### src/rtl/nonogram_solver.sv
// nonogram_solver: line-elimination core of the nonogram solver.
// Filters each line's option stream against the board and commits agreed cells.
module nonogram_solver #(
  parameter int MAX_ROWS = 3,
  parameter int MAX_COLS = 3,
  localparam int W  = (MAX_ROWS > MAX_COLS) ? MAX_ROWS : MAX_COLS,
  localparam int L  = MAX_ROWS + MAX_COLS,
  localparam int RW = $clog2(MAX_ROWS + 1),
  localparam int CW = $clog2(MAX_COLS + 1)
) (
  input  logic                               clk,
  input  logic                               rst,
  input  logic                               started,
  input  logic [W-1:0]                       option,
  input  logic [RW-1:0]                      num_rows,
  input  logic [CW-1:0]                      num_cols,
  input  logic [L-1:0][6:0]                  old_options_amnt,
  output logic                               new_line,
  output logic                               put_back_to_FIFO,
  output logic [MAX_ROWS-1:0][MAX_COLS-1:0]  assigned,
  output logic [MAX_ROWS-1:0][MAX_COLS-1:0]  known,
  output logic                               solved
);

  localparam int LW = (L > 1) ? $clog2(L) : 1;

  typedef enum logic [1:0] {IDLE, INDEX, OPTION} state_t;

  typedef logic [MAX_ROWS-1:0][MAX_COLS-1:0] grid_t;

  state_t             state, state_nx;
  logic               first;
  logic [L-1:0][6:0]  cnt;
  logic [W-1:0]       line_n;
  logic [6:0]         line_c;
  logic [6:0]         opt_cnt;
  logic [W-1:0]       and_m, or_m;
  logic [6:0]         surv;

  logic               idx_ok;
  logic [LW-1:0]      idx;
  logic [6:0]         c_in;
  logic               is_row;
  grid_t              on_line, pat, am_cell, om_cell;
  grid_t              and_cell, or_cell, set1, set0;
  logic               consistent, last, all_known;
  logic [W-1:0]       and_nx, or_nx;
  logic [6:0]         surv_nx;

  always_comb begin
    idx_ok = int'(option) < (int'(num_rows) + int'(num_cols));
    idx    = idx_ok ? LW'(option) : '0;
    c_in   = '0;
    if (idx_ok)
      c_in = first ? old_options_amnt[idx] : cnt[idx];
  end

  // Map every board cell onto the current line's pattern position.
  always_comb begin
    is_row  = int'(line_n) < int'(num_rows);
    on_line = '0;
    pat     = '0;
    am_cell = '0;
    om_cell = '0;
    for (int r = 0; r < MAX_ROWS; r++) begin
      for (int c = 0; c < MAX_COLS; c++) begin
        if (is_row && r == int'(line_n) && c < int'(num_cols)) begin
          on_line[r][c] = 1'b1;
          pat[r][c]     = option[W-1-c];
          am_cell[r][c] = and_m[W-1-c];
          om_cell[r][c] = or_m[W-1-c];
        end else if (!is_row && r < int'(num_rows) &&
                     c == int'(line_n) - int'(num_rows)) begin
          on_line[r][c] = 1'b1;
          pat[r][c]     = option[W-1-r];
          am_cell[r][c] = and_m[W-1-r];
          om_cell[r][c] = or_m[W-1-r];
        end
      end
    end
    consistent = ~|(on_line & known & (assigned ^ pat));
  end

  always_comb begin
    and_cell = consistent ? (am_cell & pat) : am_cell;
    or_cell  = consistent ? (om_cell | pat) : om_cell;
    and_nx   = consistent ? (and_m & option) : and_m;
    or_nx    = consistent ? (or_m | option) : or_m;
    surv_nx  = surv + {6'd0, consistent};
    last     = (opt_cnt == line_c - 7'd1);
    set1     = on_line & ~known & and_cell;
    set0     = on_line & ~known & ~or_cell;
    all_known = 1'b1;
    for (int r = 0; r < MAX_ROWS; r++)
      for (int c = 0; c < MAX_COLS; c++)
        if (r < int'(num_rows) && c < int'(num_cols) && !known[r][c])
          all_known = 1'b0;
  end

  always_comb begin
    state_nx = state;
    unique case (state)
      IDLE:    state_nx = IDLE;
      INDEX:   if (idx_ok && c_in != '0) state_nx = OPTION;
      OPTION:  if (last) state_nx = INDEX;
      default: state_nx = IDLE;
    endcase
    if (started)
      state_nx = INDEX;
    new_line         = (state == INDEX);
    put_back_to_FIFO = (state == OPTION) && consistent && (line_c > 7'd1);
  end

  always_ff @(posedge clk or posedge rst) begin
    if (rst)
      state <= IDLE;
    else
      state <= state_nx;
  end

  always_ff @(posedge clk or posedge rst) begin
    if (rst) begin
      first    <= 1'b0;
      cnt      <= '0;
      line_n   <= '0;
      line_c   <= '0;
      opt_cnt  <= '0;
      and_m    <= '0;
      or_m     <= '0;
      surv     <= '0;
      known    <= '0;
      assigned <= '0;
      solved   <= 1'b0;
    end else if (started) begin
      known    <= '0;
      assigned <= '0;
      solved   <= 1'b0;
      first    <= 1'b1;
    end else begin
      solved <= solved | all_known;
      if (state == INDEX) begin
        if (first) begin
          cnt   <= old_options_amnt;
          first <= 1'b0;
        end
        if (idx_ok && c_in != '0) begin
          line_n  <= option;
          line_c  <= c_in;
          opt_cnt <= '0;
          and_m   <= '1;
          or_m    <= '0;
          surv    <= '0;
        end
      end
      if (state == OPTION) begin
        and_m   <= and_nx;
        or_m    <= or_nx;
        surv    <= surv_nx;
        opt_cnt <= opt_cnt + 7'd1;
        if (last) begin
          // A line with no survivors is dropped without touching the board.
          if (surv_nx != '0) begin
            known    <= known | set1 | set0;
            assigned <= (assigned & ~set0) | set1;
          end
          cnt[LW'(line_n)] <= surv_nx;
        end
      end
    end
  end

endmodule

### config.mk
export PLATFORM = sky130hd
export DESIGN_NAME = nonogram_solver
export DESIGN_NICKNAME = d
export VERILOG_FILES = /design/src/rtl/nonogram_solver.sv
export SDC_FILE = /design/constraint.sdc
export NUM_CORES = 1
export LEC_CHECK = 0
export CAP_MARGIN = 20
export CORE_MARGIN = 2
export CORE_UTILIZATION = 35
export CTS_CLUSTER_SIZE = 8
export DETAILED_ROUTE_END_ITERATION = 8
export DONT_BUFFER_PORTS = 1
export SYNTH_ARGS = -nofsm -noshare
export SYNTH_HDL_FRONTEND = slang
export SYNTH_SLANG_ARGS = --single-unit
### constraint.sdc
create_clock -name clk -period 8.5 [get_ports clk]
set_clock_uncertainty 0.2 [all_clocks]
set_input_delay 2.55 -clock clk [delete_from_list [all_inputs] [get_ports clk]]
set_output_delay 2.55 -clock clk [all_outputs]
set_load 0.005 [all_outputs]
Word-level counts from Yosys, hierarchy flattened --
Index checks and enable logic that the tools add are counted.
Word-level totals: register bits 94, bits in latches 0, memory bits (writable) 0, ROM bits 0, bits of input ports 52, output and inout port bits 21, word-level logic and storage cells 265, memories 0
Cells by class: $add $sub $neg 5, multipliers 0, divide/modulo/power cells 0, order comparisons 12, equal/unequal tests 10, shifts and indexed selects 0, multiplexer cells 125, bitwise gates (word level) 19, reductions and logical operators 73
Operators by type and width (number):
- two-way mux 42 bit | 5
- two-way mux 9 bit | 10
- two-way mux 1 bit | 84
- AND 9 bit | 7
- two-way mux 7 bit | 9
- logical AND 1 bit | 46
- binary-select mux 7 bit (select 3 bit) | 2
- bitwise mux 42 bit | 1
- OR 9 bit | 4
- zero test 32 bit | 1
- two-way mux 3 bit | 9
- inverter 9 bit | 3
- demux 7 bit (select 3 bit) | 1
- nonzero test 7 bit | 2
- nonzero test 2 bit | 6
- zero test 1 bit | 11
- AND reduction 3 bit | 3
- OR reduction 9 bit | 1
- bitwise XOR 9 bit | 1
- less-than comparator 1 x 2 -> 1 bit, first input constant | 4
- less-than comparator 3 x 4 -> 1 bit, second input constant | 2
- adder 7 x 1 -> 7 bit | 1
- adder 7 x 1 -> 7 bit, second input constant | 1
- == test 7 bit | 1
- other kinds (26) | 29

Longest topological paths before layout --
Gate-level depths: netlist of run 1.
depth in word-level cells 19, mapped depth 24, mapped depth without buffers 20

Least setup slack after synthesis of run 1 --
OpenSTA, ideal clock, no wires.
path kind input to output, start in num_rows[0], end out put_back_to_FIFO, data arrival time 4.990 ns, required time 5.750 ns, slack 0.760 ns, stages on the path 12, path buffers 2, path through ha_1 fa_1 ha_1 o2111ai_2 or4_1 and4b_1 nand4_1 or2_1 buf_4 inv_2 buf_6 and3_1
On the way: longest elaborated chain between the ends 12, elaborated cells on any way between the ends 76, those cells by class add/sub (1); order compare (4); eq/ne (2); mux (36); bitwise (3); reduce/logical (30)
Ends and longest elaborated chain:
- start: declaration | line 15 | input logic [RW-1:0] num_rows,
- parallel branches: the longest is 7 deep, another holds subtractor 3 x 2 -> 4 bit
- AND 9 bit * | line 81 | consistent = ~|(on_line & known & (assigned ^ pat));
- OR reduction 9 bit * | line 81
- zero test 1 bit * | line 81
- logical AND 1 bit * (2 in a row) | line 111 | put_back_to_FIFO = (state == OPTION) && consistent && (line_c > 7'd1);
- end: declaration | line 19 | output logic put_back_to_FIFO,
Mark *: on every way between the ends.

Worst setup path in the final report of run 1 --
Same ends and word-level chain as after synthesis.

==> metrics, run 1 <==
# fillers between 1,500 and 2,000; Final Cycle Share 92.9%; Leak about 0.0028 uW; Via density just under 6; fraction of layout cells with a size suffix above 1 11.0%; status completed; Fmax achieved 127 MHz; top-count cell post-synth nor2_1; Seq/Total Area, Yosys between 30% and 40%; Layout area overhead 7.67%; Synth Warn # 0; GP Congestion between 0.9 and 1; Layout Nets 847; clk sink count 94; RSZ-0062 raised after global routing false; IO buf count 0; Final Util 38.7%; Max Cap Viol 0; GRT Total Usage 21.1%; Worst VDD drop 128 uV; Yosys reg bits 94; Synth area leaders dfrtp_1, a21oi_1, nor2_1, nand2_1, o21ai_0; flop2flop setup slack 2.87 ns; worst rel slew slack 27.4%; area share of the leading cell type in the synthesized netlist between 30% and 40%; Die Ht 143 um; CTS tree yes; CTS Buf Count 9; drt drc 0; reg2reg end assigned[5]; Most used DFF post-synth dfrtp_1; num rows 50; Mapped Cells 793; synthesized cell area roughly 6800 um2; total I/O pin count 73; ANT nets after route 0; total congestion overflow 0; worst setup margin 0.603 ns; diode count 0; busiest layer in global routing met2; Post-synth top cells nor2_1, dfrtp_1, nand2_1, a21oi_1, o21ai_0; Die X 143 um; area leader, netlist dfrtp_1; first-pass GRT wire length 33,400 um; Post-synth EDFFs 0; WL final 21,200 um; largest net degree at the start of global routing 69; CP endpoint put_back_to_FIFO; Post-CTS Resized 0; crit path launch type primary input; critical path required time ~5.8 ns; routed vias about 6,000; critical path class in -> out; clock tree buffer depth 2; Worst Hold Class reg -> reg; Post-synth ARST share between 90% and 100%; pwr/cell area 270 nW/um2; distinct cell type count after synthesis 89; met2 usage between 30% and 40%; Final Hold Viols 0; Initial DRC Count about 460; worst slew pin tran approximately 1.1 ns; Root Driver clkbuf_16; setup repair bufs after CTS 0; Worst R2R Start line_n[1]; Register-to-Register Path Depth 18; vias in the first global route approximately 5,800; die area ~20,000 um2; Clock Latency Late Sink approximately 0.36 ns; floorplan core area 18,800 um2; initial antenna violation count 0; H-tree Lvls 3; worst hold margin a little over 0.3 ns; Worst Path Arrival ~5.2 ns; CTS clk-pin slew, worst paths 0.07 ns; CP max FO 16; Worst setup EP type output port; CP startpoint num_rows[0]; GRT met3 Usage between 6 and 7%; Final min period 7.90 ns; Synth Net Count roughly 860; First-pass DRT Iterations 5; CTS Hold Bufs 0; met1 track utilization from global routing between 20 and 30%; Final Setup Violations 0; Mean Syn Cell Area 8.53 um2; Detailed Place HPWL roughly 15,000 um; Slew Viols, Final 0; DP Worst Slack 0.623 ns; Starting Density a little over a third; setup TNS 0 ns; WL/cell between 20 and 25 um; Total Power Consumption 1970 uW
cells by family after synthesis:
logic type / Yosys count / synth area share (%)
adders and majority gates: 16 / 3.18
AOI/OAI and AO/OA: 258 / 25.4
xor gates and xnor gates: 33 / 4.27
and+or+nand+nor: 287 / 20.8
muxes: 32 / 6.91
buffers and inverters: 73 / 4.68
DFF: 94 / 34.8
worst max-delay path, cell delays in order:
cell       delay [ns]
ha_1             0.20
fa_1             0.37
ha_1             0.33
o2111ai_1        0.20
a2bb2oi_1        0.29
nand3b_1         0.14
o2111ai_1        0.19
or2_1            0.30
inv_2            0.28
and3_1           0.27
area by class of cell:
cell class / count / area, um2 / share of cell area [%]
well taps: 260 / 325 / 4.46
clock inverters: 6 / 68.8 / 0.944
multi-input cells: 626 / 4100 / 56.2
inverters: 39 / 149 / 2.04
repair buffers: 9 / 67.6 / 0.927
flip-flops and latches: 94 / 2350 / 32.3
clock buffers: 9 / 225 / 3.09
power by group:
group,internal [uW],switching [uW]
combinational,331,452
clock,229,187
sequential,602,165
total,1160,804
metrics by stage:
stage	area [um2]	instances
floorplan	6770	793
global placement	6990	1028
detailed placement	6990	1028
CTS	7290	1043
global route	7290	1043
finish	7290	1043
registers in the layout (all words and copies together), names as in the netlist, 3 cells and up:
| signal | cells |
|---|---|
| and_m | 3 |
| cnt | 42 |
| known | 9 |
| assigned | 9 |
| surv | 7 |
| or_m | 3 |
| opt_cnt | 7 |
| line_c | 7 |
| line_n | 3 |
cell usage in the layout (no fill, tap or decap), types with 7 or more instances in the layout:
master / instances
xnor2_1: 17
clkbuf_16: 9
mux2i_1: 7
o21ai_0: 57
ha_1: 14
dfrtp_1: 94
inv_1: 35
a22o_1: 8
a21oi_1: 72
o22ai_1: 18
mux2_4: 7
a22oi_1: 12
mux2_2: 9
nor3_1: 18
buf_4: 9
nand3_1: 19
nor2_1: 96
o211ai_1: 7
mux4_2: 8
a21oi_2: 7
nand2_1: 81
nand2b_1: 11
xor2_1: 16
worst min-delay path by stage:
| stage | from | endpoint | slack (ns) | cells after the start |
|---|---|---|---|---|
| floorplan | surv[6] | surv[6] | 0.27 | 2 |
| global placement | surv[6] | surv[6] | 0.28 | 2 |
| detailed placement | surv[6] | surv[6] | 0.29 | 2 |
| CTS | surv[6] | surv[6] | 0.31 | 2 |
| global route | surv[0] | surv[0] | 0.34 | 1 |
| finish | surv[6] | surv[6] | 0.31 | 2 |
per-layer routing:
metal  share of wire [%]  up-vias
li1                    -     2881
met1                  45     2943
met2                  45      259
met3                 8.5       27
met4                 1.4        0
met5                   0        -
No activity file was read; power rests on OpenSTA's default activity.
==> run 2, diff against run 1 <==
--- a/config.mk
+++ b/config.mk
@@ -11,6 +11,7 @@
 export CTS_CLUSTER_SIZE = 8
 export DETAILED_ROUTE_END_ITERATION = 8
 export DONT_BUFFER_PORTS = 1
+export SLEW_MARGIN = 20
 export SYNTH_ARGS = -nofsm -noshare
 export SYNTH_HDL_FRONTEND = slang
 export SYNTH_SLANG_ARGS = --single-unit
==> results of run 2 <==
The final DEF is identical to that of run 1; final timing and power are the same.
==> run 3, diff against run 2 <==
==> constraint.sdc (replaced) <==
create_clock -name clk -period 6.6 [get_ports clk]
set_clock_uncertainty 0.2 [all_clocks]
set_input_delay 1.98 -clock clk [delete_from_list [all_inputs] [get_ports clk]]
set_output_delay 1.98 -clock clk [all_outputs]
set_load 0.005 [all_outputs]
==> metrics, run 3 (same netlist as run 1, synthesis figures left out) <==
status completed; CP max FO 6; Sequential Power Share between 30% and 40%; GRT Total Usage between 20% and 30%; Layout Nets 854; commonest non-fill, non-tap cell in the layout nor2_1; WL final between 20,000 and 25,000 um; clk sink count 94; Final Cycle Share a little over nine tenths; worst hold margin 0.307 ns; CTS tree yes; RSZ-0062 raised after global routing false; Via density slightly below 6; Register-to-Register Path Depth 19; CTS Hold Bufs 0; WL/cell ~20 um; Leak 0.00282 uW; Comb power frac approximately two fifths; H-tree Lvls 3; Die X between 100 and 150 um; ANT nets after route 0; commonest cells after routing, fill and taps aside nor2_1, dfrtp_1, nand2_1; crit path launch type primary input; Cells on Worst Hold Path 2; Final Hold Viols 0; clock tree buffer depth 2; Slew Viols, Final 0; total congestion overflow 0; Critical Path Most Common Cell ha_1; Post-CTS Resized 0; fraction of layout cells with a size suffix above 1 12.0%; Die Ht between 100 and 150 um; First-pass DRT Iterations 6; setup TNS 0 ns; Initial DRC Count about 360; CTS Buf Count 9; Critical-path top delay cell or4_1; Int Power roughly 1500 uW; Root Driver clkbuf_16; routed vias slightly above 6,000; Final Setup Violations 0; num rows 50; critical path required time 4.42 ns; Sw Share between 40% and 50%; crit path cell chain ha_1 -> fa_1 -> ha_1 -> o2111ai_2 -> or4_1 -> and4b_1 -> nand4_1 -> or2_4 -> inv_2 -> and3_1; pwr/cell area 345 nW/um2; floorplan core area approximately 19,000 um2; # fillers roughly 1,900; Biggest register cnt; Max Cap Viol 0; critical path class in -> out; Fmax achieved around 150 MHz; worst slew pin tran about 1.1 ns; Worst path max stage delay 0.53 ns; Starting Density 35.9%; largest net degree at the start of global routing 55; first-pass GRT wire length around 34,000 um; die area around 20,000 um2; clock network fraction of design power about a fifth; Psw between 1000 and 1500 uW; cell family with most CP delay simple AND/OR/NAND/NOR gates; Worst Hold Class reg -> reg; Worst R2R Start line_n[1]; Clock Latency Late Sink about 0.36 ns; buffer and inverter count on the worst path 1; Worst setup EP type output port; initial antenna violation count 0; GP Congestion around 0.94; IO buf count 0; Worst Path Arrival roughly 4.3 ns; flop2flop setup slack roughly 1.6 ns; hold path start surv[6]; vias in the first global route between 6,000 and 7,000; Layout area overhead 8.25%; Min-Delay Endpoint surv[6]; max reg flops 42; Detailed Place HPWL approximately 16,000 um; top flop regs cnt x42, assigned x9, known x9; CTS clk-pin slew, worst paths around 0.070 ns; total I/O pin count between 70 and 80; Worst VDD drop 201 uV; drt drc 0; worst rel slew slack between 20% and 30%; setup repair bufs after CTS 0; Final min period between 6 and 7 ns; reg2reg end assigned[2]
-- run 3: per-stage QoR --
| stage | total power, uW | area [um2] | setup WS, ns | std cells | utilization (%) |
|---|---|---|---|---|---|
| detailed placement | 2020 | 7050 | 0.105 | 1035 | 37.4 |
| floorplan | 1740 | 6770 | 0.000319 | 793 | - |
| CTS | 2530 | 7310 | 0.102 | 1050 | 38.8 |
| finish | 2530 | 7330 | 0.143 | 1051 | 38.9 |
| global placement | 2010 | 7050 | 0.144 | 1035 | 37.4 |
| global route | 2720 | 7320 | 0.0230 | 1050 | 38.9 |
-- run 3: cell type report --
| cell class | count | area [um2] | area share (%) |
|---|---|---|---|
| Antenna cell | 1 | 2.50 | 0.0342 |
| Multi-Input combinational cell | 626 | 4110 | 56.1 |
| Timing Repair Buffer | 16 | 120 | 1.64 |
| Clock buffer | 9 | 225 | 3.07 |
| Inverter | 39 | 149 | 2.03 |
| Clock inverter | 6 | 43.8 | 0.598 |
| Sequential cell | 94 | 2350 | 32.1 |
| Tap cell | 260 | 325 | 4.44 |
-- run 3: worst register-to-register path: cells and delay by family, from the launching register on --
family | cells | cell delay [ns]
buf+inv | 3 | 0.51
compound gates | 4 | 0.80
flops | 1 | 0.63
fa+ha+maj | 4 | 1.25
xor+xnor | 1 | 0.20
simple gates | 7 | 1.33
-- run 3: power groups by stage --
stage	sequential, uW	combinational, uW	clock [uW]
2_1_floorplan	899	840	0
3_3_place_gp	993	1020	0
3_5_place_dp	999	1020	0
4_1_cts	989	1030	514
5_1_grt	1020	1160	541
6_report	993	1040	501
-- run 3: layer usage --
| metal | vias to the layer above | share of wire, % | track usage, % |
|---|---|---|---|
| met5 | - | 0 | 0 |
| met1 | 2893 | 43 | 28.1 |
| li1 | 2898 | - | - |
| met3 | 49 | 7.8 | 6.44 |
| met2 | 219 | 46 | 34.5 |
| met4 | 0 | 3.2 | 7.09 |
-- run 3: worst max-delay path by stage --
stage                start               end  slack, ns  cells past startpoint
6_report       num_rows[0]  put_back_to_FIFO       0.14                     10
2_1_floorplan  num_rows[0]  put_back_to_FIFO     0.0003                     12
3_5_place_dp   num_rows[0]  put_back_to_FIFO       0.11                     10
5_1_grt        num_rows[0]  put_back_to_FIFO       0.02                     11
3_3_place_gp   num_rows[0]  put_back_to_FIFO       0.14                     10
4_1_cts        num_rows[0]  put_back_to_FIFO       0.10                     10
